**src/rtl/mem_instr_loader.sv**
```systemverilog
// Framed byte-stream loader: parses A5|BASE|N|payload|CSUM, writes payload to
// instruction memory and holds the core in reset until a frame is accepted.
`ifndef XLEN_32b
`define XLEN_32b 1
`endif
`ifndef XLEN_64b
`define XLEN_64b 2
`endif

module mem_instr_loader #(
    parameter int unsigned XLEN           = `XLEN_64b,
    parameter int unsigned MEM_BYTES_LOG2 = 20,
    localparam int unsigned ADR_W         = 1 << (XLEN + 4)
) (
    input  logic             i_clk,
    input  logic             i_rst,
    input  logic [7:0]       i_byte,
    input  logic             i_byte_valid,
    output logic             o_byte_ready,
    output logic             o_we,
    output logic [ADR_W-1:0] o_wr_adr,
    output logic [7:0]       o_wr_byte,
    output logic             o_core_rst,
    output logic             o_busy,
    output logic             o_done,
    output logic             o_err
);

    localparam logic [7:0]  MAGIC    = 8'hA5;
    localparam int unsigned CNT_W    = 18;
    localparam logic [33:0] MEM_SIZE = 34'(64'(1) << MEM_BYTES_LOG2);

    typedef enum logic [2:0] {
        S_IDLE,
        S_ADDR,
        S_LEN,
        S_DATA,
        S_CSUM,
        S_DONE,
        S_ERR
    } state_t;

    state_t               r_state;
    logic [31:0]          r_base;
    logic [15:0]          r_n;
    logic [CNT_W-1:0]     r_cnt;
    logic [7:0]           r_xor;
    logic                 r_byte_ready;
    logic                 r_we;
    logic [ADR_W-1:0]     r_wr_adr;
    logic [7:0]           r_wr_byte;
    logic                 r_core_rst;
    logic                 r_busy;
    logic                 r_done;
    logic                 r_err;

    logic                 w_xfer;
    logic [15:0]          w_n_full;
    logic [33:0]          w_end;
    logic                 w_hdr_bad;
    logic                 w_data_last;

    assign w_xfer      = i_byte_valid && r_byte_ready;
    // N as it stands once the second length byte lands this cycle
    assign w_n_full    = {i_byte, r_n[15:8]};
    assign w_end       = 34'(r_base) + {16'd0, w_n_full, 2'b00};
    assign w_hdr_bad   = (r_base[1:0] != 2'b00)
                      || ((r_base >> MEM_BYTES_LOG2) != 32'd0)
                      || (w_end > MEM_SIZE);
    assign w_data_last = (r_cnt + 18'd1) == {r_n, 2'b00};

    always_ff @(posedge i_clk) begin
        if (i_rst) begin
            r_state      <= S_IDLE;
            r_base       <= '0;
            r_n          <= '0;
            r_cnt        <= '0;
            r_xor        <= '0;
            r_byte_ready <= 1'b1;
            r_we         <= 1'b0;
            r_wr_adr     <= '0;
            r_wr_byte    <= '0;
            r_core_rst   <= 1'b1;
            r_busy       <= 1'b0;
            r_done       <= 1'b0;
            r_err        <= 1'b0;
        end else begin
            r_we   <= 1'b0;
            r_done <= 1'b0;
            case (r_state)
                S_IDLE: begin
                    if (w_xfer && i_byte == MAGIC) begin
                        r_state    <= S_ADDR;
                        r_busy     <= 1'b1;
                        r_core_rst <= 1'b1;
                        r_base     <= '0;
                        r_n        <= '0;
                        r_xor      <= '0;
                        r_cnt      <= '0;
                    end
                end
                S_ADDR: begin
                    if (w_xfer) begin
                        r_base <= {i_byte, r_base[31:8]};
                        if (r_cnt == 18'd3) begin
                            r_cnt   <= '0;
                            r_state <= S_LEN;
                        end else begin
                            r_cnt <= r_cnt + 18'd1;
                        end
                    end
                end
                S_LEN: begin
                    if (w_xfer) begin
                        r_n <= w_n_full;
                        if (r_cnt == 18'd1) begin
                            r_cnt <= '0;
                            if (w_hdr_bad) begin
                                r_state      <= S_ERR;
                                r_byte_ready <= 1'b0;
                                r_busy       <= 1'b0;
                                r_err        <= 1'b1;
                            end else if (w_n_full == 16'd0) begin
                                r_state <= S_CSUM;
                            end else begin
                                r_state <= S_DATA;
                            end
                        end else begin
                            r_cnt <= r_cnt + 18'd1;
                        end
                    end
                end
                S_DATA: begin
                    if (w_xfer) begin
                        r_we      <= 1'b1;
                        r_wr_adr  <= ADR_W'(r_base) + ADR_W'(r_cnt);
                        r_wr_byte <= i_byte;
                        r_xor     <= r_xor ^ i_byte;
                        if (w_data_last) begin
                            r_cnt   <= '0;
                            r_state <= S_CSUM;
                        end else begin
                            r_cnt <= r_cnt + 18'd1;
                        end
                    end
                end
                S_CSUM: begin
                    if (w_xfer) begin
                        r_byte_ready <= 1'b0;
                        r_busy       <= 1'b0;
                        if (i_byte == r_xor) begin
                            r_state <= S_DONE;
                            r_done  <= 1'b1;
                        end else begin
                            r_state <= S_ERR;
                            r_err   <= 1'b1;
                        end
                    end
                end
                S_DONE: begin
                    r_state      <= S_IDLE;
                    r_byte_ready <= 1'b1;
                    r_core_rst   <= 1'b0;
                end
                S_ERR: begin
                    r_state <= S_ERR;
                end
                default: begin
                    r_state      <= S_IDLE;
                    r_byte_ready <= 1'b1;
                    r_busy       <= 1'b0;
                end
            endcase
        end
    end

    assign o_byte_ready = r_byte_ready;
    assign o_we         = r_we;
    assign o_wr_adr     = r_wr_adr;
    assign o_wr_byte    = r_wr_byte;
    assign o_core_rst   = r_core_rst;
    assign o_busy       = r_busy;
    assign o_done       = r_done;
    assign o_err        = r_err;

endmodule

```
**config.mk**
```make
export PLATFORM = sky130hd
export DESIGN_NAME = mem_instr_loader
export DESIGN_NICKNAME = d
export VERILOG_FILES = /design/src/rtl/mem_instr_loader.sv
export SDC_FILE = /design/constraint.sdc
export NUM_CORES = 1
export LEC_CHECK = 0
export ABC_AREA = 0
export CAP_MARGIN = 20
export CORE_MARGIN = 2
export CORE_UTILIZATION = 57
export DETAILED_ROUTE_END_ITERATION = 10
export GPL_ROUTABILITY_DRIVEN = 0
export PLACE_DENSITY = 0.83
export RECOVER_POWER = 50
export SLEW_MARGIN = 15
export SYNTH_ARGS = -nofsm -noshare
export SYNTH_HDL_FRONTEND = slang
export SYNTH_SLANG_ARGS = --single-unit
```
**constraint.sdc**
```tcl
create_clock -name i_clk -period 4 [get_ports i_clk]
set_input_delay 0.8 -clock i_clk [delete_from_list [all_inputs] [get_ports i_clk]]
set_output_delay 0.8 -clock i_clk [all_outputs]
set_load 0.02 [all_outputs]
```
### Yosys cells after proc, flatten, opt, wreduce, memory -nomap -nowiden

Index checks and enable logic that the tools add are counted.

* flip-flop bits (word level): 155
* output and inout port bits: 78
* logic and storage cells: 117

* add/subtract/negate cells: 3
* $lt $le $gt $ge: 1
* eq/ne operators: 21
* multiplexer cells: 45
* bitwise gates (word level): 6
* reduce and logical (&&, ||, !) cells: 28

Operators by type and width (number)
* 2-to-1 mux 18 bit: 7
* case mux 18 bit (4 select lines): 1
* adder 32 x 18 -> 33 bit: 2
* 2-to-1 mux 32 bit: 2
* case mux 32 bit (2 select lines): 1
* greater-than comparator 33 x 21 -> 1 bit (second input constant): 1
* 2-to-1 mux 16 bit: 2
* case mux 16 bit (2 select lines): 1
* nonzero test 32 bit: 1
* 2-to-1 mux 3 bit: 10
* != test 2 bit (second input constant): 10
* adder 18 x 1 -> 18 bit (second input constant): 1
* == test 18 x 1 -> 1 bit (second input constant): 1
* == test 18 bit: 1
* == test 18 x 2 -> 1 bit (second input constant): 1
* case mux 3 bit (6 select lines): 1
* logical NOT 16 bit: 1
* 2-to-1 mux 8 bit: 2
* case mux 8 bit (2 select lines): 1
* 2-to-1 mux 1 bit: 12
* AND reduction 6 bit: 2
* nonzero test 2 bit: 6
* AND reduction 5 bit: 2
* == test 3 bit (second input constant): 3
* other kinds (20): 32

### Logic depth before layout (Yosys ltp)

Gate-level depths: netlist of run 1.

* depth after elaboration: 7
* mapped depth: 13
* depth with buffers taken out: 12

### Worst setup path before layout of run 1

OpenSTA, ideal clock, no wires.

* kind: input to register
* from: input i_byte[6]
* to: register r_state[1]
* arrival: 3200 ps
* path slack: 681 ps
* stages: 11
* buffers on the path: 1
* cell sequence: ha_1 > clkbuf_1 > a211o_1 > o211ai_1 > nor2_1 > or4_1 > nor4_1 > o2111ai_1 > nor3_1 > a31oi_1 > o221a_1

* word-level cells in the longest chain between the ends: 7
* elaborated cells between the ends (all ways): 16

RTL lines
* start, declared: line 17 `input logic [7:0] i_byte,`
* adder 32 x 18 -> 33 bit: line 66 `assign w_end = 34'(r_base) + {16'd0, w_n_full, 2'b00};`
* greater-than comparator 33 x 21 -> 1 bit: line 69 `|| (w_end > MEM_SIZE);`
* logical OR 1 bit: line 69
* 2-to-1 mux 3 bit: line 118 `if (w_hdr_bad) begin`
* 2-to-1 mux 3 bit: line 116 `if (r_cnt == 18'd1) begin`
* 2-to-1 mux 3 bit: line 114 `if (w_xfer) begin`
* case mux 3 bit (6 select lines): line 90 `case (r_state)`
* end signal, assigned: line 93 `r_state <= S_ADDR;`
* end signal, assigned: line 119 `r_state <= S_ERR;`
* end signal, assigned: line 124 `r_state <= S_CSUM;`
* end, declared: line 43 `state_t r_state;`

Several ways; a longest one is shown, not always the timed one. The select of a mux whose other input is x is not followed.
A chain may end at the register's enable or synchronous reset.

### Worst setup path after layout of run 1

* from: input i_byte[7]
* to: register r_state[1]

The elaborated chain is that of the path after synthesis.

==> impl_results.md, run 1 <==
* Post-synthesis sequential area ratio at 0.313
* Total power at about 3.3 mW
* First-pass GRT wire length at about 36000 microns
* Layout fillers at roughly 1200
* Die footprint at around 0.015 sq mm
* FF-to-FF Start: r_cnt[0]
* Post-synthesis cell count at 1024
* Largest fanout on the critical path at 5
* Largest family of logic cells by synthesized area: compound AO/OA/AOI/OAI gates
* Flop pwr share at 0.392
* Detailed-route DRC error count at 0
* Final Util at 0.669
* # clock sinks at about 120
* P_int at approximately 2.4 mW
* Worst Path Arrival at 3.88 ns
* GRT Total Usage at 0.307
* First DRT Iteration DRCs at slightly below 1000
* GRT overflow at 0
* Status: finished, violations left
* Port Buffers at 57
* Core area at ~0.014 sq mm
* Drt first pass iters at 6
* Hold Path Class: flop to flop
* Synth area leader: dfxtp_1
* CP max stage cell: dlygate4sd3_1
* DR WL/cell at around 18 microns
* Setup crit start: i_byte[7]
* CP Class: primary input to flop
* Worst-Margin Slew at ~1.5 ns
* Mux contribution to synthesized area at 0.00664
* Starting density of the core at 0.577
* Leading post-synthesis cells by cell area: dfxtp_1, nor2_1, ha_1, a21oi_1, a22oi_1
* Pwr dens at between 300 and 400 mW/mm^2
* Num CTS Buffers at 17
* Max-slew violations at 33
* XOR/XNOR Fraction of Synth Area at 0.0564
* Final worst slack at 0.438 ns
* Hold Startpoint: o_wr_adr[17]
* Unrepaired setup endpoints after global routing: false
* P_sw at 0.883 mW
* Routed Antenna Nets at 0
* Netlist Area Pre-Place at between 0.007 and 0.008 sq mm
* Clk network pwr share at 0.478
* Nets at 1112
* Initial antenna violation count at 0
* CTS tree: done
* H-tree depth reported by CTS at 4
* Yosys warning count at 0
* Area share of the largest cell type after synthesis at 0.313
* CTS Buffer Depth at 2
* Primary FF master, synth: dfxtp_1
* Die width at between 100 and 150 microns
* Hpwl dp at between 15000 and 20000 microns
* Die height at 122 microns
* Vias per cell at 6.37
* LEAKAGE at around 3.7 nW
* Synth Area in Compound Gates at 0.252
* Area of the multi-input gates at between 0.004 and 0.005 sq mm
* Worst Skew at between 0.008 and 0.009 ns
* Min Tclk post-route at 3.56 ns
* Final Hold Fails at 0
* Area grow syn2layout at 15.9%
* Storage cell area at 0.00248 sq mm
* Clock latency on the worst-skew pair at 0.42 ns
* Final setup violation count at 0
* Failing checks: max-capacitance violations, max-slew violations
* Fraction of registers with async set/reset at 0
* Cts hold-fix bufs at 0
* Setup Total Neg Slack at 0 ns
* Ports at 89
* FMAX at about 0.28 GHz
* Vias in the first global route at approximately 7200
* Layout cell share with drive strength beyond 1 at 0.0771
* Largest net degree at the start of global routing at 62
* Rel. slew slack at -0.00650
* Setup crit start kind: primary input
* Peak supply drop at 258 uV
* Diodes inserted at 0
* Critical Path, Cell by Cell: dlygate4sd3_1, ha_1, a211o_1, o211ai_1, nor2_1, or4_1, nor4_1, o2111ai_1, nor3_1, a31oi_1, o221a_1
* Sw Share at 0.265
* Logic pwr share at 0.129
* Routed vias at 7998
* Syn_area_per_cell at 7.73 sq um
* Tcrit/Tclk final at 0.890
* Drt total wl at between 20000 and 25000 microns
* Max-Cap Viols at 1
* Slowest cell delay on critical path at between 0.5 and 0.6 ns
* Rows at 43
* Critical Path RT at roughly 4.3 ns
* EDFF count, synth at 0
* Placement Setup Slack at around 0.096 ns
* Post-CTS sizing at 0
* Post-CTS Setup Bufs at 0
* Flops & latches, synth at 124
* Netlist cell types at between 70 and 80
* Root buf cell: clkbuf_16
* Worst-path clk slew at 0.05 ns
* CP Capture Type: flop
* Synth Area in Adders at 0.0619
* Synth Area in Simple Gates at 0.235
## metal layers
metal,GRT usage,share of wire,up-vias
met4,0.127,0.030,0
met1,0.407,0.41,3672
met5,0,0,-
met2,0.486,0.45,476
met3,0.0646,0.10,69
li1,-,-,3781
## path summary, 6_finish.rpt
kind | slack, ns | cells after the start | to
worst max-delay path | 0.44 | 11 | r_state[1]
worst min register to register | 0.45 | 2 | o_wr_adr[17]
worst min-delay path | 0.45 | 2 | o_wr_adr[17]
worst max register to register | 0.52 | 12 | o_wr_adr[20]
## sequential cells by signal (all words and copies together), names as in the netlist
name          flops
r_base           32
r_cnt            18
o_done            1
o_err             1
o_we              1
r_n              16
o_core_rst        1
r_state           3
r_xor             8
o_wr_byte         8
o_wr_adr         33
o_busy            1
o_byte_ready      1
## stage by stage
stage | hold WS [ns] | instance area [sq um] | std cells
CTS | 0.449 | 9190 | 1256
floorplan | 0.452 | 8030 | 1054
finish | 0.446 | 9180 | 1256
global route | 0.468 | 9180 | 1256
detailed placement | 0.444 | 8590 | 1224
global placement | 0.440 | 8590 | 1224
## cell usage in the layout, fill, tap and decap left out, drive strengths merged, types with 11 or more instances in the layout
master       instances
clkbuf              27
o211ai              11
nor4                27
conb                31
dfxtp              124
nand2               89
xor2                28
and3                12
a31oi               21
nor2               127
a21o                12
inv                 21
o21ai               56
xnor2               23
dlygate4sd3         48
a21oi               82
ha                  36
a22oi               49
nor3                28
nand4               15
buf                 30
a211oi              17
nand3               30
## cells in the mapped netlist (25+ instances only)
cell type	instances
a22oi_1	49
o21ai_0	54
dfxtp_1	124
xor2_1	28
nor3_1	27
nor2_1	126
buf_4	33
nor4_1	25
clkbuf_1	55
nand2_1	89
ha_1	36
a21oi_1	82
nand3_1	28
## critical path, delay by kind of cell
family	cells	cell delay (ns)
buffers and inverters	1	0.57
AOI/OAI and AO/OA	5	1.15
adders and majority gates	1	0.26
and+or+nand+nor	4	1.09
## power by group through the flow
stage	Combinational [mW]	Clock, mW	Sequential (mW)
after floorplan	0.312	0	1.31
after global placement	0.416	0	1.33
after detailed placement	0.421	0	1.33
after CTS	0.425	1.60	1.30
after global routing	0.468	1.66	1.31
final	0.431	1.59	1.31
## final cells by class
type	instances	share of cell area
Clock buffer	25	0.0540
Clock inverter	7	0.0120
Inverter	23	0.00940
Multi-Input combinational cell	809	0.543
Sequential cell	124	0.270
Tap cell	180	0.0245
Timing Repair Buffer	88	0.0864
## cells by family (layout without fill, tap and decap cells)
| kind of cell | count (synthesis) | count (layout) |
|---|---|---|
| other cells | 1 | 31 |
| flops | 124 | 124 |
| xor+xnor | 51 | 51 |
| fa+ha+maj | 38 | 38 |
| simple gates | 382 | 382 |
| buf+inv | 121 | 143 |
| compound gates | 302 | 302 |
| mux | 5 | 5 |
(Power assumes the default switching activity.)
==> inputs of run 2 (changes only) <==
GPL_ROUTABILITY_DRIVEN = unset   (was 0)
==> run 2 against run 1 <==
- the run now ends clean
- fmax is 1.3% lower
- die area stayed put
- utilization is 0.33 points higher
- total power is 0.28% higher
- clock skew is 0.0018 ns lower
- critical path depth is 3 lower
- clock power hardly changed
- largest cell class unchanged
==> impl_results.md, run 2 (synthesized netlist as in run 1, its figures left out) <==
* Status: complete, no violations
* Hold path depth at 2
* Root buf cell: clkbuf_16
* Largest net degree at the start of global routing at 68
* Sw Share at 0.282
* # clock sinks at around 120
* Peak supply drop at 257 uV
* Placement Setup Slack at approximately 0.096 ns
* H-tree depth reported by CTS at 4
* Hpwl dp at ~15000 microns
* R2r endpoint: o_byte_ready
* Cts hold-fix bufs at 0
* P_int at roughly 2.4 mW
* Initial antenna violation count at 0
* Setup Total Neg Slack at 0 ns
* Rel. slew slack at 0.0281
* Area grow syn2layout at 16.5%
* Die width at roughly 120 microns
* LEAKAGE at around 3.7 nW
* Final Hold Fails at 0
* R2R depth at 13
* Worst-Margin Slew at 1.46 ns
* Nets at 1118
* Port Buffers at 57
* Logic pwr share at 0.133
* Min Tclk post-route at about 3.6 ns
* Clk network pwr share at 0.480
* Pwr dens at about 360 mW/mm^2
* Routed vias at 7782
* Commonest non-fill, non-tap cells in the layout: nor2_1, dfxtp_1, nand2_1, a21oi_1, o21ai_0
* Hold Startpoint: o_wr_adr[18]
* Critical Path RT at around 4.4 ns
* Drt first pass iters at 6
* First-pass GRT wire length at roughly 35000 microns
* FMAX at 0.277 GHz
* Flop pwr share at 0.386
* Max-slew violations at 0
* Unrepaired setup endpoints after global routing: false
* Die height at 122 microns
* Vias in the first global route at 6909
* Hold EP: o_wr_adr[18]
* Drt total wl at about 22000 microns
* Tcrit/Tclk final at 0.902
* GRT overflow at 0
* DR WL/cell at around 17 microns
* Post-CTS sizing at 0
* Layout cell share with drive strength beyond 1 at 0.0841
* Setup crit start kind: primary input
* Core area at between 0.01 and 0.015 sq mm
* Worst Skew at around 0.007 ns
* Clock latency on the worst-skew pair at 0.43 ns
* FF-to-FF Start: r_base[2]
* Final setup violation count at 0
* CTS Buffer Depth at 2
* First DRT Iteration DRCs at roughly 780
* Worst Path Arrival at 3.96 ns
* Final GP Congestion at 0.961
* Ports at between 80 and 90
* Worst-path clk slew at 0.06 ns
* Max-Cap Viols at 0
* CP Class: primary input to flop
* Num CTS Buffers at 17
* Final worst slack at 0.393 ns
* Rows at 43
* CTS tree: done
* Routed Antenna Nets at 0
* Vias per cell at between 6 and 7
* Worst R2R Setup Slack at about 0.53 ns
* Post-CTS Setup Bufs at 0
* Largest fanout on the critical path at 32
* Detailed-route DRC error count at 0
* Diodes inserted at 0
* P_sw at 0.942 mW
* CP Capture Type: flop
* GRT Total Usage at 0.296
* Max FFs per register at 33
* Starting density of the core at 0.577
* Die footprint at about 0.015 sq mm
* Hold Path Class: flop to flop
run 2: cell count changes in the layout (fill, tap and decap cells not counted), sizes merged:
cell | before | now
clkinvlp | 0 | 3
buf | 30 | 35
clkinv | 6 | 7
clkdlybuf4s50 | 8 | 7
inv | 21 | 25
clkbuf | 27 | 20
dlygate4sd3 | 48 | 49
run 2: worst max-delay path by stage:
stage | startpoint | slack (ns) | to
2_1_floorplan | i_byte[6] | 0.68 | r_state[1]
3_3_place_gp | i_byte[6] | 0.10 | r_state[1]
3_5_place_dp | i_byte[6] | 0.1 | r_state[1]
4_1_cts | r_cnt[0] | 0.39 | r_cnt[12]
5_1_grt | i_byte_valid | 0.25 | o_wr_adr[14]
6_report | i_byte[5] | 0.39 | r_base[21]
run 2: power by group through the flow:
stage | sequential [mW] | clock (mW) | combinational [mW]
after floorplan | 1.31 | 0 | 0.312
after global placement | 1.31 | 0 | 0.437
after detailed placement | 1.32 | 0 | 0.441
after CTS | 1.29 | 1.61 | 0.443
after global routing | 1.29 | 1.67 | 0.487
final | 1.29 | 1.60 | 0.446
run 2: worst max-delay path: stages:
cell	delay, ns
dlygate4sd3_1	0.62
clkbuf_1	0.28
and4_1	0.28
and2_0	0.26
o21ai_0	0.23
clkbuf_1	1.08
a22oi_1	0.22
nor2_1	0.16
run 2: layout make-up:
class | count | area, sq um
multi-input cells | 809 | 4990
fillers | 1171 | 4490
flip-flops and latches | 124 | 2480
repair buffers | 94 | 835
clock buffers | 17 | 425
well taps | 180 | 225
clock inverters | 15 | 188
inverters | 23 | 86.3
run 2: per-layer routing:
| metal | track usage | wire [microns] | vias up |
|---|---|---|---|
| met1 | 0.395 | 9380 | 3560 |
| li1 | - | - | 3783 |
| met4 | 0.147 | 765 | 0 |
| met3 | 0.0576 | 1820 | 62 |
| met5 | 0 | 0 | - |
| met2 | 0.457 | 9720 | 377 |
run 2: per-stage QoR:
| stage | hold slack, ns | total power, mW | utilization | instances | cell area [sq um] |
|---|---|---|---|---|---|
| after floorplan | 0.452 | 1.62 | - | 1054 | 8030 |
| after global placement | 0.439 | 1.75 | 0.629 | 1230 | 8630 |
| after CTS | 0.451 | 3.34 | 0.674 | 1262 | 9250 |
| after detailed placement | 0.444 | 1.76 | 0.629 | 1230 | 8630 |
| after global routing | 0.464 | 3.45 | 0.673 | 1262 | 9230 |
| final | 0.445 | 3.34 | 0.673 | 1262 | 9230 |
==> inputs of run 3 (changes only) <==
GPL_TIMING_DRIVEN = 1   (was unset)
RECOVER_POWER = unset   (was 50)
==> run 3 against run 2 <==
- worst hold slack better by 0.0035 ns
- design area rose by 0.22%
- critical path depth rose by 3
- fmax rose by 3.5%
- sequential cell count did not move
- first-iteration DRC count grew 15%
- critical endpoint is now r_state[1]
- largest cell class unchanged
- largest power group unchanged
==> impl_results.md, run 3 (synthesized netlist as in run 1, its figures left out) <==
* Status: complete, no violations
* Nets at around 1100
* Commonest non-fill, non-tap cells in the layout: nor2_1, dfxtp_1, nand2_1, a21oi_1, clkdlybuf4s50_1
* Pwr dens at 362 mW/mm^2
* CTS Buffer Depth at 2
* Core area at about 0.014 sq mm
* FMAX at 0.287 GHz
* Routed vias at roughly 7900
* Layout cell share with drive strength beyond 1 at 0.0887
* First-pass GRT wire length at about 35000 microns
* Flop pwr share at 0.386
* Initial antenna violation count at 0
* Rows at 43
* Die width at roughly 120 microns
* Clock latency on the worst-skew pair at 0.43 ns
* Setup crit start kind: primary input
* Final Util at 0.674
* Critical Path RT at ~4.3 ns
* Largest net degree at the start of global routing at 68
* Drt first pass iters at 5
* Final worst slack at approximately 0.5 ns
* Setup Total Neg Slack at 0 ns
* GRT overflow at 0
* Worst Path Arrival at ~3.8 ns
* Max-Cap Viols at 0
* CP top delay family: compound AO/OA/AOI/OAI gates
* Rel. slew slack at 0.526
* First DRT Iteration DRCs at 890
* Sw Share at 0.281
* Drt total wl at roughly 22000 microns
* DR WL/cell at 17.2 microns
* Final Hold Fails at 0
* Post-CTS sizing at 0
* CP Capture Type: flop
* Diodes inserted at 0
* Die height at approximately 120 microns
* H-tree depth reported by CTS at 4
* Critical Path, Cell by Cell: clkdlybuf4s50_1, ha_1, a211o_1, o211ai_1, nor2_1, or4_1, nor4_1, o2111ai_1, nor3_1, a31oi_1, o221a_1
* Area grow syn2layout at 16.8%
* P_sw at approximately 0.94 mW
* Dpl cells at approximately 1200
* Worst Skew at ~0.0082 ns
* LEAKAGE at approximately 3.5 nW
* Unrepaired setup endpoints after global routing: false
* Routed Antenna Nets at 0
* Placement Setup Slack at approximately 0.096 ns
* Max-slew violations at 0
* CP max stage cell: or4_1
* Starting density of the core at 0.577
* DP Area at 0.00863 sq mm
* CP Class: primary input to flop
* Worst-path clk slew at 0.06 ns
* Slowest cell delay on critical path at 0.53 ns
* Logic pwr share at 0.135
* CTS tree: done
* Worst Path Buf+Inv at 1
* Hold Path Class: flop to flop
* Storage cell area at roughly 0.0025 sq mm
* Die footprint at between 0.01 and 0.015 sq mm
* Detailed-route DRC error count at 0
* Min Tclk post-route at roughly 3.5 ns
* GRT Total Usage at 0.296
* # clock sinks at roughly 120
* Hpwl dp at around 15000 microns
* P_int at 2.40 mW
* Worst-Margin Slew at 0.710 ns
* Port Buffers at 57
* Largest fanout on the critical path at 5
* Final GP Congestion at approximately 0.96
* Root buf cell: clkbuf_16
* Vias in the first global route at ~6900
* Tcrit/Tclk final at 0.872
* Post-Layout Cell Count at around 1300
* Ports at between 80 and 90
* Finished Cell Area at 0.00925 sq mm
* Num CTS Buffers at 17
* Cts hold-fix bufs at 0
* Post-CTS Setup Bufs at 0
* Peak supply drop at approximately 260 uV
* Max FFs per register at 33
* Final setup violation count at 0
* Area of the multi-input gates at about 0.0050 sq mm
* Layout fillers at ~1200
* Clk network pwr share at 0.479
* Vias per cell at 6.23
-- run 3: changes by cell type in the layout (fill, tap and decap cells not counted) --
cell	before	now
and2_0	2	0
and2_1	5	7
buf_4	35	38
clkbuf_1	3	0
clkdlybuf4s50_1	7	56
dlygate4sd3_1	49	0
nand3_1	28	27
nand3_2	1	2
o21ai_0	56	54
o21ai_1	0	1
o21ai_2	0	1
-- run 3: path summary, 6_finish.rpt --
path                            cells after the start  slack (ns)           end          from
worst min register to register                      2        0.45  o_wr_adr[18]  o_wr_adr[18]
worst max-delay path                               11        0.51    r_state[1]     i_byte[6]
worst max register to register                     13        0.55  o_byte_ready     r_base[2]
worst min-delay path                                2        0.45  o_wr_adr[18]  o_wr_adr[18]
-- run 3: area by class of cell --
cell class | count | share of cell area
clock inverters | 15 | 0.0203
multi-input cells | 809 | 0.540
flip-flops and latches | 124 | 0.268
repair buffers | 94 | 0.0915
clock buffers | 17 | 0.0460
well taps | 180 | 0.0244
inverters | 23 | 0.00934
-- run 3: worst register-to-register path: cells and delay by family (launching register included) --
kind                       cells  cell delay, ns
AOI/OAI and AO/OA              6            1.57
adders and majority gates      2            0.49
buffers and inverters          2            0.42
DFF                            1            0.42
muxes                          1            0.32
and+or+nand+nor                2            0.13
-- run 3: metal layers --
layer	global-route usage	share of wire	up-vias
li1	-	-	3781
met1	0.395	0.44	3637
met2	0.457	0.45	378
met3	0.0576	0.075	68
met4	0.147	0.038	0
met5	0	0	-
-- run 3: per-stage QoR --
stage | hold slack (ns) | power, mW
2_1_floorplan | 0.452 | 1.62
3_3_place_gp | 0.439 | 1.75
3_5_place_dp | 0.444 | 1.76
4_1_cts | 0.451 | 3.34
5_1_grt | 0.467 | 3.46
6_report | 0.448 | 3.34
-- run 3: power by group through the flow --
stage	combinational [mW]	sequential [mW]	clock (mW)
global route	0.493	1.29	1.67
CTS	0.443	1.29	1.61
floorplan	0.312	1.31	0
detailed placement	0.441	1.32	0
finish	0.451	1.29	1.60
global placement	0.437	1.31	0
